**config.mk**
```make
export PLATFORM = sky130hd
export DESIGN_NAME = hazard_sequencer
export DESIGN_NICKNAME = d
export VERILOG_FILES = /design/src/rtl/hazard_sequencer.sv
export SDC_FILE = /design/constraint.sdc
export NUM_CORES = 1
export LEC_CHECK = 0
export CELL_PAD_IN_SITES_DETAIL_PLACEMENT = 2
export CELL_PAD_IN_SITES_GLOBAL_PLACEMENT = 2
export CORE_ASPECT_RATIO = 1.75
export CORE_MARGIN = 2
export CORE_UTILIZATION = 26
export DETAILED_ROUTE_END_ITERATION = 10
export PLACE_DENSITY = 0.93
export SYNTH_ARGS = -nofsm -noshare
export SYNTH_HDL_FRONTEND = slang
export SYNTH_SLANG_ARGS = --single-unit
```
**constraint.sdc**
```tcl
create_clock -name clk -period 5.3 [get_ports clk]
set_input_delay 1.59 -clock clk [delete_from_list [all_inputs] [get_ports clk]]
set_output_delay 1.59 -clock clk [all_outputs]
set_load 0.02 [all_outputs]
```
**src/rtl/hazard_sequencer.sv**
```systemverilog
// Hazard/stall sequencer for the 5-stage MIPS pipeline: load-use, RAW (no forwarding),
// branch flush and data-memory wait control. Optional perf counters: HAZARD_PERF_CNT_EN.
module hazard_sequencer #(
  parameter int FLUSH_CYCLES = 1,
  parameter int MEM_TIMEOUT  = 15
) (
  input  logic        clk,
  input  logic        rst,
  input  logic        forward_en,
  input  logic [4:0]  id_src1,
  input  logic [4:0]  id_src2,
  input  logic        id_two_src,
  input  logic [4:0]  exe_dest,
  input  logic        exe_wb_en,
  input  logic        exe_mem_r_en,
  input  logic [4:0]  mem_dest,
  input  logic        mem_wb_en,
  input  logic        br_taken,
  input  logic        mem_req,
  input  logic        mem_ready,
  output logic        pc_freeze,
  output logic        ifid_freeze,
  output logic        ifid_flush,
  output logic        idex_bubble,
  output logic        idex_hold,
  output logic        exmem_hold,
  output logic [2:0]  state_o,
`ifdef HAZARD_PERF_CNT_EN
  output logic [15:0] perf_stall,
  output logic [15:0] perf_flush,
  output logic [15:0] perf_memwait,
`endif
  output logic        timeout_err
);

  // state     | meaning
  // RUN       | normal issue, combinational hazard detection
  // LD_STALL  | one bubble after a load-use stall
  // RAW_STALL | waiting for producer to leave EXE/MEM (no forwarding)
  // FLUSH     | extra flush cycles after a taken branch
  // MEM_WAIT  | pipeline frozen on a multi-cycle data access
  typedef enum logic [2:0] {
    RUN       = 3'd0,
    LD_STALL  = 3'd1,
    RAW_STALL = 3'd2,
    FLUSH     = 3'd3,
    MEM_WAIT  = 3'd4
  } state_t;

  localparam logic [1:0] FLUSH_INIT = 2'(FLUSH_CYCLES - 1);
  localparam logic [3:0] MEM_MAX    = 4'(MEM_TIMEOUT);

  state_t     state, state_nx;
  logic [1:0] flush_cnt, flush_cnt_nx;
  logic [3:0] mem_cnt, mem_cnt_nx;
  logic       timeout_q, timeout_nx;
  logic       freeze, flush, bubble, hold;

  logic exe_hit, mem_hit, hz1, mem_stall, load_use, raw_hz;

  assign exe_hit   = (exe_dest != 5'd0) &&
                     ((id_src1 == exe_dest) || (id_two_src && (id_src2 == exe_dest)));
  assign mem_hit   = (mem_dest != 5'd0) &&
                     ((id_src1 == mem_dest) || (id_two_src && (id_src2 == mem_dest)));
  assign hz1       = (exe_hit && exe_wb_en) || (mem_hit && mem_wb_en);
  assign mem_stall = mem_req && !mem_ready;
  assign load_use  = forward_en && exe_mem_r_en && exe_hit;
  assign raw_hz    = !forward_en && hz1;

  always_ff @(posedge clk or negedge rst) begin
    if (!rst) begin
      state     <= RUN;
      flush_cnt <= 2'd0;
      mem_cnt   <= 4'd0;
      timeout_q <= 1'b0;
    end else begin
      state     <= state_nx;
      flush_cnt <= flush_cnt_nx;
      mem_cnt   <= mem_cnt_nx;
      timeout_q <= timeout_nx;
    end
  end

  always_comb begin
    state_nx     = state;
    flush_cnt_nx = flush_cnt;
    mem_cnt_nx   = mem_cnt;
    freeze       = 1'b0;
    flush        = 1'b0;
    bubble       = 1'b0;
    hold         = 1'b0;
    unique case (state)
      RUN, LD_STALL, RAW_STALL: begin
        if (mem_stall && state != RAW_STALL) begin
          freeze     = 1'b1;
          hold       = 1'b1;
          state_nx   = MEM_WAIT;
          mem_cnt_nx = 4'd1;
        end else if (br_taken && state != LD_STALL) begin
          flush  = 1'b1;
          bubble = 1'b1;
          if (FLUSH_CYCLES > 1) begin
            state_nx     = FLUSH;
            flush_cnt_nx = FLUSH_INIT;
          end else begin
            state_nx = RUN;
          end
        end else if (state == RUN && load_use) begin
          freeze   = 1'b1;
          bubble   = 1'b1;
          state_nx = LD_STALL;
        end else if ((state == RUN && raw_hz) || (state == RAW_STALL && hz1)) begin
          freeze   = 1'b1;
          bubble   = 1'b1;
          state_nx = RAW_STALL;
        end else begin
          state_nx = RUN;
        end
      end
      FLUSH: begin
        flush        = 1'b1;
        bubble       = 1'b1;
        flush_cnt_nx = flush_cnt - 2'd1;
        if (flush_cnt <= 2'd1) state_nx = RUN;
      end
      MEM_WAIT: begin
        // EXE is frozen during the wait, so a branch seen here is re-presented later.
        if (mem_ready) begin
          state_nx = RUN;
        end else begin
          freeze = 1'b1;
          hold   = 1'b1;
          if (mem_cnt != MEM_MAX) mem_cnt_nx = mem_cnt + 4'd1;
        end
      end
      default: state_nx = RUN;
    endcase
    timeout_nx = timeout_q || (state_nx == MEM_WAIT && mem_cnt_nx == MEM_MAX);
  end

  assign pc_freeze   = rst && freeze;
  assign ifid_freeze = rst && freeze;
  assign ifid_flush  = rst && flush;
  assign idex_bubble = rst && bubble;
  assign idex_hold   = rst && hold;
  assign exmem_hold  = rst && hold;
  assign state_o     = state;
  assign timeout_err = timeout_q;

`ifdef HAZARD_PERF_CNT_EN
  logic stall_inc, memwait_inc;
  assign stall_inc   = pc_freeze && (state == RUN || state == LD_STALL || state == RAW_STALL);
  assign memwait_inc = (state == MEM_WAIT);

  always_ff @(posedge clk or negedge rst) begin
    if (!rst) begin
      perf_stall   <= 16'd0;
      perf_flush   <= 16'd0;
      perf_memwait <= 16'd0;
    end else begin
      if (stall_inc && perf_stall != 16'hFFFF)     perf_stall   <= perf_stall + 16'd1;
      if (ifid_flush && perf_flush != 16'hFFFF)    perf_flush   <= perf_flush + 16'd1;
      if (memwait_inc && perf_memwait != 16'hFFFF) perf_memwait <= perf_memwait + 16'd1;
    end
  end
`endif

endmodule

```
Word level (Yosys, flattened, before mapping)
Cells that the tools add are included.
{ "classes": {"n_addsub": 2, "n_mul": 0, "div_mod_pow": 0, "n_lt_le_gt_ge": 1, "n_eq_ne": 13, "n_shift": 0, "n_mux": 25, "bitwise": 0, "reduce_logical": 31} }
{ "op_table": {"columns": ["op", "n"], "rows": [
  ["$eq 5x5->1", 4],
  ["$logic_and 1x1->1", 20],
  ["$mux 4", 3],
  ["$mux 1", 10],
  ["$reduce_bool 5->1", 2],
  ["$mux 3", 3],
  ["$pmux 3 s3", 1],
  ["$pmux 1 s2", 4],
  ["$pmux 4 s2", 1],
  ["$eq 3x2->1 const B", 2],
  ["$eq 3x3->1 const B", 2],
  ["$mux 2", 3],
  ["$logic_or 1x1->1", 5],
  ["$add 4x1->4 const B", 1],
  ["$eq 4x4->1 const B", 1],
  ["$ne 4x4->1 const B", 1],
  ["$eq 3x1->1 const B", 1],
  ["$logic_not 3->1", 1],
  ["$ne 3x1->1 const B", 1],
  ["$ne 3x2->1 const B", 1],
  ["$reduce_or 3->1", 1],
  ["$le 2x1->1 const B", 1],
  ["$logic_not 1->1", 2],
  ["$sub 2x1->2 const B", 1]
]} }
{ "word_totals": {"regBits": 10, "latch_bits": 0, "ram_bits": 0, "mem_bits_ro": 0, "output_inout_bits": 10, "mem_count": 0} }

Longest topological paths before layout
Gate-level depths: netlist of run 1.
{ "logic_depth": {"word_depth": 17, "depth_mapped": 7, "ltp_nobuf": 6} }

Least setup slack after synthesis of run 1
No wires, ideal clock.
{ "synth_path": {"path_type": "input -> output", "startpoint": "in exe_dest[4]", "endpoint": "out pc_freeze", "t_arrival_ns": 2.944, "t_required_ns": 3.710, "slack_ns": 0.766, "cell_stages": 6, "path_buffers": 1, "cell_sequence": "xnor2_1 -> nand3_1 -> o32ai_2 -> nand3_1 -> a31oi_1 -> buf_4"} }
{ "synth_between": {"elab_chain_len": 15} }
{ "synth_lines": {"columns": ["item", "line", "text"], "rows": [
  ["start: declaration", "13", "input logic [4:0] exe_dest,"],
  ["$eq 5x5->1", "62", "((id_src1 == exe_dest) || (id_two_src && (id_src2 == exe_dest)));"],
  ["$logic_and 1x1->1", "62", null],
  ["$logic_or 1x1->1", "62", null],
  ["$logic_and 1x1->1 (*)", "61", "assign exe_hit = (exe_dest != 5'd0) &&"],
  ["$logic_and 1x1->1", "65", "assign hz1 = (exe_hit && exe_wb_en) || (mem_hit && mem_wb_en);"],
  ["$logic_or 1x1->1", "65", null],
  ["$logic_and 1x1->1", "68", "assign raw_hz = !forward_en && hz1;"],
  ["$logic_and 1x1->1", "112", "end else if ((state == RUN && raw_hz) || (state == RAW_STALL && hz1)) begin"],
  ["$logic_or 1x1->1", "112", null],
  ["$mux 1", "112", null],
  ["$mux 1 (*)", "108", "end else if (state == RUN && load_use) begin"],
  ["$mux 1 (*)", "99", "end else if (br_taken && state != LD_STALL) begin"],
  ["$mux 1 (*)", "94", "if (mem_stall && state != RAW_STALL) begin"],
  ["$pmux 1 s2 (*)", "92", "unique case (state)"],
  ["$logic_and 1x1->1 (*)", null, null],
  ["end: declaration", "21", "output logic pc_freeze,"]
]} }
Every way passes the cells marked *; elsewhere a longest branch is shown, timed or not.

Final worst setup path of run 1
{ "layout_path": {"startpoint": "in id_src1[4]", "endpoint": "out ifid_freeze"} }
{ "layout_between": {"elab_chain_len": 14} }
{ "layout_lines": {"columns": ["item", "line", "text"], "rows": [
  ["start: declaration", "10", "input logic [4:0] id_src1,"],
  ["$eq 5x5->1, on equally long branches", "62, 64", null],
  ["$logic_or 1x1->1, on equally long branches", "62, 64", null],
  ["$logic_and 1x1->1, on equally long branches", "61, 63", null],
  ["$logic_and 1x1->1", "65", null],
  ["$logic_or 1x1->1", "65", null],
  ["$logic_and 1x1->1", "68", null],
  ["$logic_and 1x1->1", "112", null],
  ["$logic_or 1x1->1", "112", null],
  ["$mux 1", "112", null],
  ["$mux 1 (*)", "108", null],
  ["$mux 1 (*)", "99", null],
  ["$mux 1 (*)", "94", null],
  ["$pmux 1 s2 (*)", "92", null],
  ["$logic_and 1x1->1 (*)", "142", "assign ifid_freeze = rst && freeze;"],
  ["end: declaration", "22", "output logic ifid_freeze,"]
]} }
Marked as above.

==> impl_results.md, run 1 <==
- Outcome: finished clean
- Worst Setup End Kind: output pin
- Post-Place Cells: 219
- CP Max Fanout: 2
- Comb pwr share: 38.6%
- Worst Clk Skew: 3.73 ps
- Power, Total: 0.318 mW
- Yosys reg bits: 10
- Worst slew margin: 65.5%
- Setup CP Type: in -> out
- Max-slew violations: 0
- Reg clk slew, reported paths: 50 ps
- Leading register cell type out of synthesis: dfrtp_1
- DR vias/cell: 5.24
- Ant diodes: 0
- Chip width: 51.9 um
- GR Overflow Total: 0
- Power Density: 201 mW/mm2
- Hold Path Class: reg -> reg
- CTS buffer count: 3
- Cell mode on critical path: nand3_1
- Clk pwr share: 30.6%
- VDD IR-drop max: 0.130 mV
- Multi-input gate area in the final layout: 753 um2
- Clock Latency Late Sink: 240 ps
- Vias in the first global route: 1408
- Critical path arrival: 3640 ps
- Initial Utilization: 27.1%
- Post-detailed-route DRC marker count: 0
- CP cell instances: clkdlybuf4s50_1 -> xnor2_1 -> nand3_1 -> o32ai_4 -> nand3_1 -> a31oi_1 -> dlygate4sd2_1
- Post-synth ARST share: 100%
- Root buf cell: clkbuf_8
- Largest net degree at the start of global routing: 17
- Setup TNS: 0 ps
- Crit path time final: 5230 ps
- Fraction of layout cells with a size suffix above 1: 11.4%
- Final RePlAce weighted congestion: 0.826
- First-pass GRT wire length: 6780 um
- Final nets: 208
- Final Instance Area: 0.00158 mm2
- Cell count after synthesis: 129
- Final HPWL DP: 3600 um
- Fin crit share: 98.7%
- Drt first-iter violations: 14
- Initial antenna violation count: 0
- WL/cell: 18.8 um
- CP max stage delay: 540 ps
- Sw power: 0.106 mW
- Final WS setup: 67.7 ps
- H-tree levels: 1
- Seq/Total Area, Yosys: 23.9%
- Area Overhead vs Synth: 50.7%
- DP Worst Slack: -316 ps
- Clock sinks: 10
- Unique masters post-synth: 41
- Hold buffers post-CTS: 0
- Synth area leader: dfrtp_1
- Final Setup Violations: 0
- Hold Vio Cnt, Final: 0
- Crit-path slowest cell: clkdlybuf4s50_1
- PortBufs: 39
- EDFF count, synth: 0
- Post-route ant nets: 0
- Top cell type's share of synthesized area: 23.9%
- Worst path bufs/invs: 2
- # fillers: 446
- Syn_area_per_cell: 8.11 um2
- Part of the power in registers: 30.8%
- # Post-CTS Setup Buffers: 0
- Core Area: 0.00387 mm2
- Startpoint types: input pin
- Via count: 1168
- Final non-filler cell total: 223
- RSZ-0062 raised after global routing: yes
- FMAX: 0.191 GHz
- Least-Margin Pin Slew: 517 ps
- Clock Tree Buf Depth: 2
- Die Y-Extent: 87.9 um
- CP required: 3710 ps
- Final wirelength: 4180 um
- Synth top area cells: dfrtp_1, xnor2_1, a21oi_1
- Die area: 0.00457 mm2
- CTS tree: done
- Netlist Area Pre-Place: 0.00105 mm2
- Pleak: 0.610 nW
- Synthesis Warnings: 0
- Cell area after placement: 0.00152 mm2
- All-Layer GR Usage: 20.3%
- Row cnt: 30
- First-pass DRT Iterations: 4
- Reg area: 250 um2
- CP top delay family: buffers and inverters
- Net Sw Frac: 33.4%
- Max_cap viols: 0
- Net count after synthesis: 161
- IO Pins: 40
- Int Pwr: 0.211 mW
[power groups by stage]
stage	Combinational (mW)	Clock, mW	Sequential (mW)
2_1_floorplan	0.0655	0	0.0932
3_3_place_gp	0.114	0	0.0962
3_5_place_dp	0.121	0	0.0989
4_1_cts	0.124	0.0983	0.0978
5_1_grt	0.134	0.101	0.0989
6_report	0.123	0.0972	0.0977
[cell families after synthesis]
group / after synthesis / share of synthesized area [%]
flops: 10 / 23.9
simple gates: 55 / 30.9
buf+inv: 9 / 5.14
fa+ha+maj: 2 / 2.39
xor+xnor: 21 / 17.6
compound gates: 31 / 19.1
mux: 1 / 0.957
[cells in the final DEF (no fill, tap or decap), types with 2 or more instances in the layout]
cell | Yosys | final
and3_1 | 2 | 2
nor3b_1 | 2 | 2
clkbuf_8 | 0 | 4
nand3_1 | 6 | 6
o21ai_1 | 3 | 3
nor4_1 | 2 | 2
dfrtp_1 | 10 | 10
nand3b_1 | 2 | 2
a31oi_1 | 3 | 3
a21oi_1 | 9 | 9
nand2_1 | 12 | 12
nor2_1 | 8 | 8
dlygate4sd2_1 | 0 | 2
inv_1 | 4 | 4
buf_4 | 3 | 8
o2111ai_1 | 2 | 2
nand2b_1 | 3 | 3
clkdlybuf4s50_1 | 0 | 36
xnor2_1 | 19 | 19
nand4_1 | 4 | 4
or3_1 | 2 | 2
a21o_1 | 2 | 2
xor2_1 | 2 | 2
ha_1 | 2 | 2
nor3_1 | 2 | 2
o21ai_0 | 7 | 7
[sequential cells by signal, indices dropped and copies added (netlist names)]
signal / count
timeout_err: 1
flush_cnt: 2
mem_cnt: 4
state_o: 3
[layout make-up]
| class | count | share of cell area [%] |
|---|---|---|
| multi-input combinational | 110 | 47.8 |
| clock buffer | 4 | 3.49 |
| timing repair buffer | 47 | 28.1 |
| sequential | 10 | 15.9 |
| tap | 48 | 3.81 |
| inverter | 4 | 0.952 |
[worst paths after layout]
kind	cells past startpoint	slack, ps	from	end
max in group asynchronous	2	3420	rst	state_o[1]
min in group asynchronous	2	1740	rst	mem_cnt[0]
min reg2reg	1	480	timeout_err	timeout_err
max	7	70	id_src1[4]	ifid_freeze
min	1	480	timeout_err	timeout_err
max reg2reg	5	3340	state_o[2]	timeout_err
[stage by stage]
step	util [%]	hold WS (ps)
after floorplan	-	452
after CTS	40.9	489
after global placement	39.3	443
after detailed placement	39.3	479
after global routing	40.8	508
final	40.8	477
[layer usage]
layer	GRT usage (%)	vias to the layer above	share of wire [%]
li1	-	553	-
met1	17.7	564	32
met2	43.4	44	61
met3	2.05	7	4.2
met4	7.66	0	2.5
met5	0	-	0
[synthesized netlist by cell type (2+ instances only)]
| library cell | n |
|---|---|
| or3_1 | 2 |
| nand2_1 | 12 |
| a21oi_1 | 9 |
| o21ai_1 | 3 |
| xnor2_1 | 19 |
| nor3b_1 | 2 |
| nor3_1 | 2 |
| inv_1 | 4 |
| a21o_1 | 2 |
| nor2_1 | 8 |
| ha_1 | 2 |
| nand3b_1 | 2 |
| xor2_1 | 2 |
| buf_4 | 3 |
| o2111ai_1 | 2 |
| nor4_1 | 2 |
| nand2b_1 | 3 |
| a31oi_1 | 3 |
| and3_1 | 2 |
| nand3_1 | 6 |
| dfrtp_1 | 10 |
| o21ai_0 | 7 |
| nand4_1 | 4 |
[repair_timing]
item / 4_1_cts / 5_1_grt
pin swaps: 0 / 0
setup endpoints to repair: 3 / 3
gates cloned: 0 / 0
resized for setup: 5 / 2
Note: power is estimated with default switching activity, not from simulation.
==> run 2: changes to the inputs <==
--- a/config.mk
+++ b/config.mk
@@ -12,6 +12,7 @@
 export CORE_UTILIZATION = 26
 export DETAILED_ROUTE_END_ITERATION = 10
 export PLACE_DENSITY = 0.93
+export SKIP_LAST_GASP = 1
 export SYNTH_ARGS = -nofsm -noshare
 export SYNTH_HDL_FRONTEND = slang
 export SYNTH_SLANG_ARGS = --single-unit
==> results of run 2 <==
The final DEF is identical to that of run 1; final timing and power are the same.
==> run 3: changes to the inputs <==
==> constraint.sdc (replaced) <==
create_clock -name clk -period 5.3 [get_ports clk]
set_input_delay 1.06 -clock clk [delete_from_list [all_inputs] [get_ports clk]]
set_output_delay 1.06 -clock clk [all_outputs]
set_load 0.02 [all_outputs]
==> run 3 against run 2 <==
Net effect: combinational power decreased by 5%; critical endpoint unchanged; critical path type unchanged; via count shrank 1.0%; non-clock buffer count down 8; critical path depth did not move; flip-flop and latch count did not move; power fell by 0.96%; fmax rose by 18%.
==> impl_results.md, run 3 (synthesis gave the netlist of run 1 again) <==
- Fin crit share: 83.4% (was 98.7%)
- GR Overflow Total: 0 (unchanged)
- Worst R2R Path Depth: 5 (unchanged)
- Pleak: 0.561 nW (was 0.610 nW)
- # fillers: 451 (was 446)
- Critical path arrival: 3360 ps (was 3640 ps)
- Core Area: 0.00387 mm2 (unchanged)
- Final wirelength: 4130 um (was 4180 um)
- Clock Latency Late Sink: 250 ps (was 240 ps)
- Final Setup Violations: 0 (unchanged)
- Final nets: 200 (was 208)
- Startpoint types: input pin (unchanged)
- All-Layer GR Usage: 19.8% (was 20.3%)
- Via count: 1156 (was 1168)
- Ant diodes: 0 (unchanged)
- CP required: 4240 ps (was 3710 ps)
- First-pass GRT wire length: 6500 um (was 6780 um)
- Drt first-iter violations: 7 (was 14)
- Area Overhead vs Synth: 44.6% (was 50.7%)
- IO Pins: 40 (unchanged)
- Worst Setup End Kind: output pin (unchanged)
- Final HPWL DP: 3470 um (was 3600 um)
- Root buf cell: clkbuf_8 (unchanged)
- Setup TNS: 0 ps (unchanged)
- Clock sinks: 10 (unchanged)
- DR vias/cell: 5.38 (was 5.24)
- Commonest cells after routing, fill and taps aside: clkdlybuf4s50_1, xnor2_1, nand2_1 (unchanged)
- RSZ-0062 raised after global routing: no (was yes)
- Initial Utilization: 27.1% (unchanged)
- Vias in the first global route: 1384 (was 1408)
- FMAX: 0.226 GHz (was 0.191 GHz)
- Hold buffers post-CTS: 0 (unchanged)
- Top reg by flops: mem_cnt (unchanged)
- Crit path time final: 4420 ps (was 5230 ps)
- Hold Path Class: reg -> reg (unchanged)
- Final RePlAce weighted congestion: 0.794 (was 0.826)
- Setup CP Type: in -> out (unchanged)
- Row cnt: 30 (unchanged)
- Fraction of layout cells with a size suffix above 1: 6.59% (was 11.4%)
- H-tree levels: 1 (unchanged)
- Max_cap viols: 0 (unchanged)
- Initial antenna violation count: 0 (unchanged)
- Largest net degree at the start of global routing: 17 (unchanged)
- Outcome: finished clean (unchanged)
- Hold Vio Cnt, Final: 0 (unchanged)
- Worst slew margin: 62.2% (was 65.5%)
- Chip width: 51.9 um (unchanged)
- # Post-CTS Setup Buffers: 0 (unchanged)
- CTS buffer count: 3 (unchanged)
- CP Max Fanout: 3 (was 2)
- Power Density: 208 mW/mm2 (was 201 mW/mm2)
- Max-slew violations: 0 (unchanged)
- Post-layout util: 39.1% (was 40.8%)
- Hold depth: 1 (unchanged)
- Worst Clk Skew: 3.37 ps (was 3.73 ps)
- First-pass DRT Iterations: 4 (unchanged)
- Max FFs per register: 4 (unchanged)
- Clock Tree Buf Depth: 2 (unchanged)
- Reg clk slew, reported paths: 50 ps (about the same)
- Die area: 0.00457 mm2 (unchanged)
- Commonest non-fill, non-tap cell in the layout: clkdlybuf4s50_1 (unchanged)
- PortBufs: 39 (unchanged)
- Post-route ant nets: 0 (unchanged)
- Post-detailed-route DRC marker count: 0 (unchanged)
- Die Y-Extent: 87.9 um (unchanged)
- CTS tree: done (unchanged)
- PostCTS Resize Cnt: 0 (was 5)
- WL/cell: 19.2 um (was 18.8 um)
- VDD IR-drop max: 0.116 mV (was 0.130 mV)
- Least-Margin Pin Slew: 565 ps (was 517 ps)
## run 3: cell count changes in the layout (fill, tap and decap cells not counted)
cell	previous run	this run
buf_4	8	0
clkbuf_2	1	0
clkdlybuf4s50_1	36	39
dlygate4sd2_1	2	0
o32ai_2	0	1
o32ai_4	1	0
## run 3: worst paths after layout
check / end / slack [ps] / start
max reg2reg: timeout_err / 3320 / state_o[2]
min in group asynchronous: mem_cnt[0] / 1180 / rst
min: timeout_err / 470 / timeout_err
max in group asynchronous: state_o[2] / 3750 / rst
min reg2reg: timeout_err / 470 / timeout_err
max: ifid_freeze / 880 / exe_dest[0]
## run 3: where the power goes
group          internal [mW]  switching (mW)
registers             0.0840          0.0132
logic                 0.0589          0.0582
clock network         0.0657          0.0344
## run 3: per-stage QoR
stage	instance area (um2)	power, mW	setup WS, ps	hold WS, ps	instances
floorplan	1050	0.159	1830	452	129
global placement	1460	0.206	1020	443	211
detailed placement	1460	0.215	879	471	211
CTS	1510	0.317	858	480	215
global route	1510	0.331	703	486	215
finish	1510	0.314	880	473	215
## run 3: area by class of cell
class                           instances  area, um2  area share, %
Multi-Input combinational cell        110        742           49.0
Timing Repair Buffer                   39        390           25.8
Sequential cell                        10        250           16.5
Tap cell                               48       60.1           3.97
Clock buffer                            4       55.1           3.64
Inverter                                4       15.0          0.993
## run 3: critical path, stage by stage
cell             delay [ps]
clkdlybuf4s50_1         550
xnor2_1                 140
nand3_1                 120
o32ai_2                 380
nand3_1                 160
a31oi_1                 280
clkdlybuf4s50_1         670
## run 3: layer usage
| metal | track usage, % | share of wire [%] | vias to the layer above |
|---|---|---|---|
| met5 | 0 | 0 | - |
| met4 | 10.3 | 3.8 | 0 |
| met3 | 2.73 | 4.2 | 11 |
| met2 | 42.7 | 61 | 46 |
| met1 | 15.4 | 31 | 559 |
| li1 | - | - | 540 |
